**src/rtl/tt_um_mult_ctrl_if.sv**
```systemverilog
// tt_um_mult_ctrl_if: load stream, compute control, multiplier drive and result stream between host/multiplier (master) and sequencer (slave)
interface tt_um_mult_ctrl_if;
  logic        in_valid;
  logic        in_ready;
  logic [7:0]  in_data;
  logic        start;
  logic        busy;
  logic [2:0]  row;
  logic [15:0] VecIn;
  logic [27:0] W;
  logic [7:0]  VecOut;
  logic        res_valid;
  logic        res_ready;
  logic [7:0]  res_data;
  modport master (
    output in_valid, in_data, start, VecOut, res_ready,
    input  in_ready, busy, row, VecIn, W, res_valid, res_data
  );
  modport slave (
    input  in_valid, in_data, start, VecOut, res_ready,
    output in_ready, busy, row, VecIn, W, res_valid, res_data
  );
endinterface

```
**src/rtl/tt_um_mult_ctrl.sv**
```systemverilog
// tt_um_mult_ctrl: ternary mat-vec sequencer; ports clk, rst, bus (42-byte load stream, start/busy, row/VecIn/W drive, VecOut capture, res stream); define TT_MULT_CTRL_RELU_EN to zero negative results
module tt_um_mult_ctrl #(
  parameter int InLen    = 14,
  parameter int OutLen   = 7,
  parameter int BitWidth = 8
) (
  input logic            clk,
  input logic            rst,
  tt_um_mult_ctrl_if.slave bus
);
  localparam int NBytes = 4 * OutLen + InLen;
  typedef enum logic [2:0] {IDLE, RUN, FLUSH, DRAIN, OUT} state_t;
  state_t               state;
  logic [BitWidth-1:0]  mem [NBytes];
  logic [BitWidth-1:0]  y [OutLen];
  logic [27:0]          step_w [OutLen];
  logic [15:0]          pair [OutLen];
  logic [BitWidth-1:0]  cap;
  logic [5:0]           lcnt;
  logic [2:0]           cnt;
  logic [2:0]           nxt;
  assign nxt = cnt + 3'd1;
  assign bus.busy = state != IDLE;
  assign bus.in_ready = state == IDLE && lcnt < 6'(NBytes);
`ifdef TT_MULT_CTRL_RELU_EN
  assign cap = bus.VecOut[BitWidth-1] ? '0 : bus.VecOut;
`else
  assign cap = bus.VecOut;
`endif
  for (genvar i = 0; i < OutLen; i++) begin : g_step
    assign step_w[i] = {mem[4*i+3][3:0], mem[4*i+2], mem[4*i+1], mem[4*i]};
    assign pair[i] = {mem[4*OutLen+2*i+1], mem[4*OutLen+2*i]};
  end
  always_ff @(posedge clk) begin
    if (bus.in_valid && bus.in_ready) mem[lcnt] <= bus.in_data;
    if (state == DRAIN) y[cnt] <= cap;
  end
  always_ff @(posedge clk) begin
    if (rst) begin
      state         <= IDLE;
      lcnt          <= '0;
      cnt           <= '0;
      bus.row       <= '0;
      bus.W         <= '0;
      bus.VecIn     <= '0;
      bus.res_valid <= 1'b0;
      bus.res_data  <= '0;
    end else begin
      case (state)
        IDLE:
          if (bus.start && lcnt == 6'(NBytes)) begin
            state     <= RUN;
            cnt       <= '0;
            bus.row   <= '0;
            bus.W     <= step_w[0];
            bus.VecIn <= pair[0];
          end else if (bus.in_valid && bus.in_ready) begin
            lcnt <= lcnt + 6'd1;
          end
        RUN:
          if (cnt == 3'(OutLen - 1)) begin
            state     <= FLUSH;
            bus.row   <= '0;
            bus.W     <= '0;
            bus.VecIn <= '0;
          end else begin
            cnt       <= nxt;
            bus.row   <= nxt;
            bus.W     <= step_w[nxt];
            bus.VecIn <= pair[nxt];
          end
        FLUSH: begin
          state   <= DRAIN;
          cnt     <= '0;
          bus.row <= 3'd1;
        end
        DRAIN:
          if (cnt == 3'(OutLen - 1)) begin
            state         <= OUT;
            cnt           <= '0;
            bus.res_valid <= 1'b1;
            bus.res_data  <= y[0];
          end else begin
            cnt     <= nxt;
            bus.row <= nxt == 3'(OutLen - 1) ? 3'd0 : nxt + 3'd1;
          end
        OUT:
          if (bus.res_ready) begin
            if (cnt == 3'(OutLen - 1)) begin
              state         <= IDLE;
              lcnt          <= '0;
              bus.res_valid <= 1'b0;
              bus.res_data  <= '0;
            end else begin
              cnt          <= nxt;
              bus.res_data <= y[nxt];
            end
          end
        default: state <= IDLE;
      endcase
    end
  end
endmodule

```
**src/flat_wrapper.sv**
```systemverilog
// flat-port wrapper written by rule: the top's interface ports become plain ports
module tt_um_mult_ctrl_flat 
#(
  parameter int InLen    = 14,
  parameter int OutLen   = 7,
  parameter int BitWidth = 8
)
  (clk, rst, bus_in_valid, bus_in_data, bus_start, bus_VecOut, bus_res_ready, bus_in_ready, bus_busy, bus_row, bus_VecIn, bus_W, bus_res_valid, bus_res_data);
  tt_um_mult_ctrl_if bus_i ();
  input logic clk;
  input logic rst;
  input wire logic [$bits(bus_i.in_valid)-1:0] bus_in_valid;
  input wire logic [$bits(bus_i.in_data)-1:0] bus_in_data;
  input wire logic [$bits(bus_i.start)-1:0] bus_start;
  input wire logic [$bits(bus_i.VecOut)-1:0] bus_VecOut;
  input wire logic [$bits(bus_i.res_ready)-1:0] bus_res_ready;
  output wire logic [$bits(bus_i.in_ready)-1:0] bus_in_ready;
  output wire logic [$bits(bus_i.busy)-1:0] bus_busy;
  output wire logic [$bits(bus_i.row)-1:0] bus_row;
  output wire logic [$bits(bus_i.VecIn)-1:0] bus_VecIn;
  output wire logic [$bits(bus_i.W)-1:0] bus_W;
  output wire logic [$bits(bus_i.res_valid)-1:0] bus_res_valid;
  output wire logic [$bits(bus_i.res_data)-1:0] bus_res_data;
  assign bus_i.in_valid = bus_in_valid;
  assign bus_i.in_data = bus_in_data;
  assign bus_i.start = bus_start;
  assign bus_i.VecOut = bus_VecOut;
  assign bus_i.res_ready = bus_res_ready;
  assign bus_in_ready = bus_i.in_ready;
  assign bus_busy = bus_i.busy;
  assign bus_row = bus_i.row;
  assign bus_VecIn = bus_i.VecIn;
  assign bus_W = bus_i.W;
  assign bus_res_valid = bus_i.res_valid;
  assign bus_res_data = bus_i.res_data;
  tt_um_mult_ctrl #(.InLen(InLen), .OutLen(OutLen), .BitWidth(BitWidth)) u_core (.clk(clk), .rst(rst), .bus(bus_i));
endmodule
```
**config.mk**
```make
export PLATFORM = sky130hd
export DESIGN_NAME = tt_um_mult_ctrl_flat
export DESIGN_NICKNAME = d
export VERILOG_FILES = /design/src/rtl/tt_um_mult_ctrl_if.sv /design/src/rtl/tt_um_mult_ctrl.sv /design/src/flat_wrapper.sv
export SDC_FILE = /design/constraint.sdc
export NUM_CORES = 1
export LEC_CHECK = 0
export CAP_MARGIN = 20
export CORE_UTILIZATION = 30
export CTS_CLUSTER_SIZE = 8
export DETAILED_ROUTE_END_ITERATION = 10
export PLACE_DENSITY_LB_ADDON = 0.12
export SYNTH_ARGS = -nofsm -noshare
export SYNTH_HDL_FRONTEND = slang
export SYNTH_SLANG_ARGS = --single-unit
```
**constraint.sdc**
```tcl
create_clock -name clk -period 2.95 [get_ports clk]
set_clock_uncertainty 0.2 [all_clocks]
set_input_delay 0.295 -clock clk [delete_from_list [all_inputs] [get_ports clk]]
set_output_delay 0.295 -clock clk [all_outputs]
set_load 0.005 [all_outputs]
```
==> results.md <==
- Die W: 245 um
- Syn avg cell area: 15.9 um2
- Worst skew pair latency: 620 ps
- Number of post-CTS setup repair buffers: 0
- Setup TNS: 0 ps
- Initial drt markers: 704
- Resized cells post-CTS: 0
- Root buf cell: clkbuf_16
- Place WS: 302 ps
- Via density per instance: 5.08
- RR Startpoint: u_core.cnt[1]
- CORE AREA: 0.0581 mm2
- Top post-synthesis cells by area: edfxtp_1 61%, dfxtp_1 7.7%, mux4_2 6.6%
- Layout area overhead: 22.4%
- CP Max Fanout: 16
- Worst-case reg-to-reg path depth: 6
- DIE HEIGHT: 245 um
- Final Worst Setup Slack: 133 ps
- Reg clk slew, reported paths: 50 ps
- Netlist cell types: 59
- Final max-slew violation count: 0
- RSZ-0062 raised after global routing: false
- Hold EP: u_core.mem[20][3]
- Post-synth EDFFs: 364
- DRC violations left: 0
- H-tree levels: 2
- Port Buffers: 78
- Status: finished clean
- Leakage: 6.70 nW
- Yosys top cell area share: 61.5%
- Syn Std Cell Area: 0.0178 mm2
- CTS tree: built
- Vias: 10534
- Total congestion overflow: 0
- #FFs+latches synth: 432
- Clock Path Buffers: 3
- Worst rel slew slack: 34.1%
- Avg WL per Cell: 23.7 um
- Detailed Place HPWL: 27800 um
- Initial antenna violation count: 1
- Final hold vios: 0
- Hold Crit Depth: 1
- HP Class: input pin to flip-flop
- Largest net degree at the start of global routing: 56
- Worst Hold Margin: 126 ps
- Top Ports: 79
- Hold_sp: bus_in_data[3]
- Syn nets: 1143
- Yosys top cell by area: edfxtp_1
- Worst Max-Slew Pin Slew: 988 ps
- FMAX: 355 MHz
- Fillcell total: 5523
- Setup slack, reg-to-reg: 260 ps
- Post-layout nets: 1285
- Post-Syn Instances: 1115
- GRT Total Usage: 16.6%
- Final wirelength: 49200 um
- Setup CP Type: flip-flop to primary output
- Setup-failing EPs final: 0
- Final ANT Viol Nets: 0
- Reg-to-Reg End: u_core.bus.W[25]
- Power Density: 616 mW/mm2
- Starting Density: 30.6%
- DR pass1 iterations: 7
- Arrival @ worst endpoint: 2320 ps
- Layout cell share with drive strength beyond 1: 22.6%
- Quantity of hold-fixing buffers added after cts: 1
- Clock sinks: 432
- Ys async rst share: 0%
- Row count: 88
- Final min period: 2820 ps
- Vias in the first global route: 10874
- Sequential share of the synthesized area: 69.2%
- Final Cycle Share: 95.5%
- CTS Buf Count: 60
- Max-cap viol count: 0
- Startpoint Class: flip-flop
- Routability cong.: 0.720
- WP data required: 2460 ps
- Critical path capture point type: primary output
- Top FF cell, synth: edfxtp_1
- Die Area: 0.0602 mm2
- Ys Warns: 0
- Global-route wire length before repair: 73400 um
- Peak VDD IR: 0.460 mV
==> per-layer routing <==
| metal | GRT usage [%] | part of all wire (%) | vias up |
|---|---|---|---|
| met5 | 0 | 0 | - |
| met4 | 4.99 | 1.9 | 0 |
| met3 | 2.42 | 4.0 | 63 |
| met2 | 26.6 | 47 | 220 |
| met1 | 23.2 | 47 | 5479 |
| li1 | - | - | 4772 |
==> per-stage QoR <==
| stage | instances | power, mW | utilization, % | area (um2) |
|---|---|---|---|---|
| after detailed placement | 1958 | 6.98 | 34.3 | 19900 |
| after global placement | 1958 | 6.98 | 34.3 | 19900 |
| after floorplan | 1115 | 6.82 | - | 17800 |
| after global routing | 2074 | 13.9 | 37.4 | 21800 |
| after CTS | 2073 | 13.6 | 37.4 | 21700 |
| final | 2075 | 13.4 | 37.4 | 21800 |
==> how the worst max path moves through the flow <==
stage	start	endpoint	slack, ps	depth (start not counted)
6_report	u_core.state[2]	bus_in_ready	130	3
5_1_grt	u_core.state[2]	bus_in_ready	50	3
4_1_cts	u_core.state[2]	bus_in_ready	50	3
3_5_place_dp	u_core.cnt[1]	u_core.bus.W[25]	300	6
3_3_place_gp	u_core.cnt[1]	u_core.bus.W[18]	320	6
2_1_floorplan	u_core.cnt[0]	u_core.bus.VecIn[5]	40	12
==> power breakdown <==
part	internal, mW	switching (mW)	leakage, nW
Sequential	6.64	0.0120	3.83
Clock	3.95	2.60	0.852
Combinational	0.0477	0.157	2.02
==> logic make-up after synthesis <==
| logic type | share of synthesized area, % |
|---|---|
| mux | 9.94 |
| flops | 69.2 |
| compound gates | 10.0 |
| xor+xnor | 0.296 |
| fa+ha+maj | 0.493 |
| simple gates | 7.78 |
| buf+inv | 2.29 |
==> flip-flops by register name (all words and copies together), names as in the netlist <==
register	count
u_core.y	56
u_core.bus.VecIn	16
u_core.bus.W	28
u_core.state	3
u_core.bus.row	3
u_core.mem	308
u_core.bus.res_data	8
u_core.bus.res_valid	1
u_core.lcnt	6
u_core.cnt	3
==> worst max-delay path, cell delays in order (launching register included) <==
cell and delay (ps):
dfxtp_1 480, or3_1 500, nor2_1 190, clkdlybuf4s50_1 530
==> cell usage in the layout (no fill, tap or decap), types with 3 or more instances in the layout <==
master,count
nand2b_1,50
clkbuf_16,62
nand2_1,28
and3_1,4
nor4_1,3
a311oi_2,37
nor2_1,97
buf_12,14
o211ai_1,5
a22oi_1,8
o2111ai_1,8
dfxtp_1,66
a31oi_1,10
clkbuf_1,49
or4_1,5
mux2_2,44
a311oi_1,7
ha_1,6
or3_1,50
buf_2,3
a221oi_1,44
edfxtp_1,364
mux4_2,52
a21oi_1,55
o21ai_0,13
o21bai_1,8
inv_1,6
nand3_1,12
mux2i_1,10
clkdlybuf4s50_1,74
buf_4,66
nor3_1,5
==> cells in the mapped netlist, types with 2 or more instances <==
| cell | count |
|---|---|
| o21bai_1 | 8 |
| nand2b_1 | 50 |
| a221oi_1 | 44 |
| mux2_2 | 44 |
| or3b_2 | 2 |
| dfxtp_1 | 68 |
| nand3b_1 | 2 |
| o22ai_1 | 2 |
| buf_2 | 23 |
| nand3_1 | 12 |
| o21ai_0 | 13 |
| mux2i_1 | 10 |
| o2111ai_1 | 8 |
| or4_1 | 5 |
| inv_1 | 6 |
| a22o_1 | 2 |
| nor3_1 | 5 |
| nand2_1 | 28 |
| clkbuf_1 | 44 |
| mux4_2 | 52 |
| nor2_1 | 98 |
| buf_4 | 7 |
| o211ai_1 | 5 |
| buf_6 | 4 |
| nor2b_1 | 2 |
| ha_1 | 7 |
| and3_1 | 4 |
| a21oi_1 | 55 |
| a311oi_2 | 37 |
| a31oi_1 | 10 |
| a311oi_1 | 7 |
| a211o_1 | 2 |
| o311ai_0 | 2 |
| a22oi_1 | 8 |
| nor4_1 | 3 |
| edfxtp_1 | 364 |
| or3_1 | 50 |
==> cell type report <==
type / count / area, um2 / area share (%)
clock buffers: 112 / 1750 / 8.04
well taps: 765 / 957 / 4.40
diodes: 1 / 2.50 / 0.0115
inverters: 7 / 26.3 / 0.121
clock inverters: 2 / 60.1 / 0.276
repair buffers: 159 / 1550 / 7.12
multi-input cells: 597 / 5110 / 23.5
flip-flops and latches: 432 / 12300 / 56.5
(Power assumes the default switching activity.)
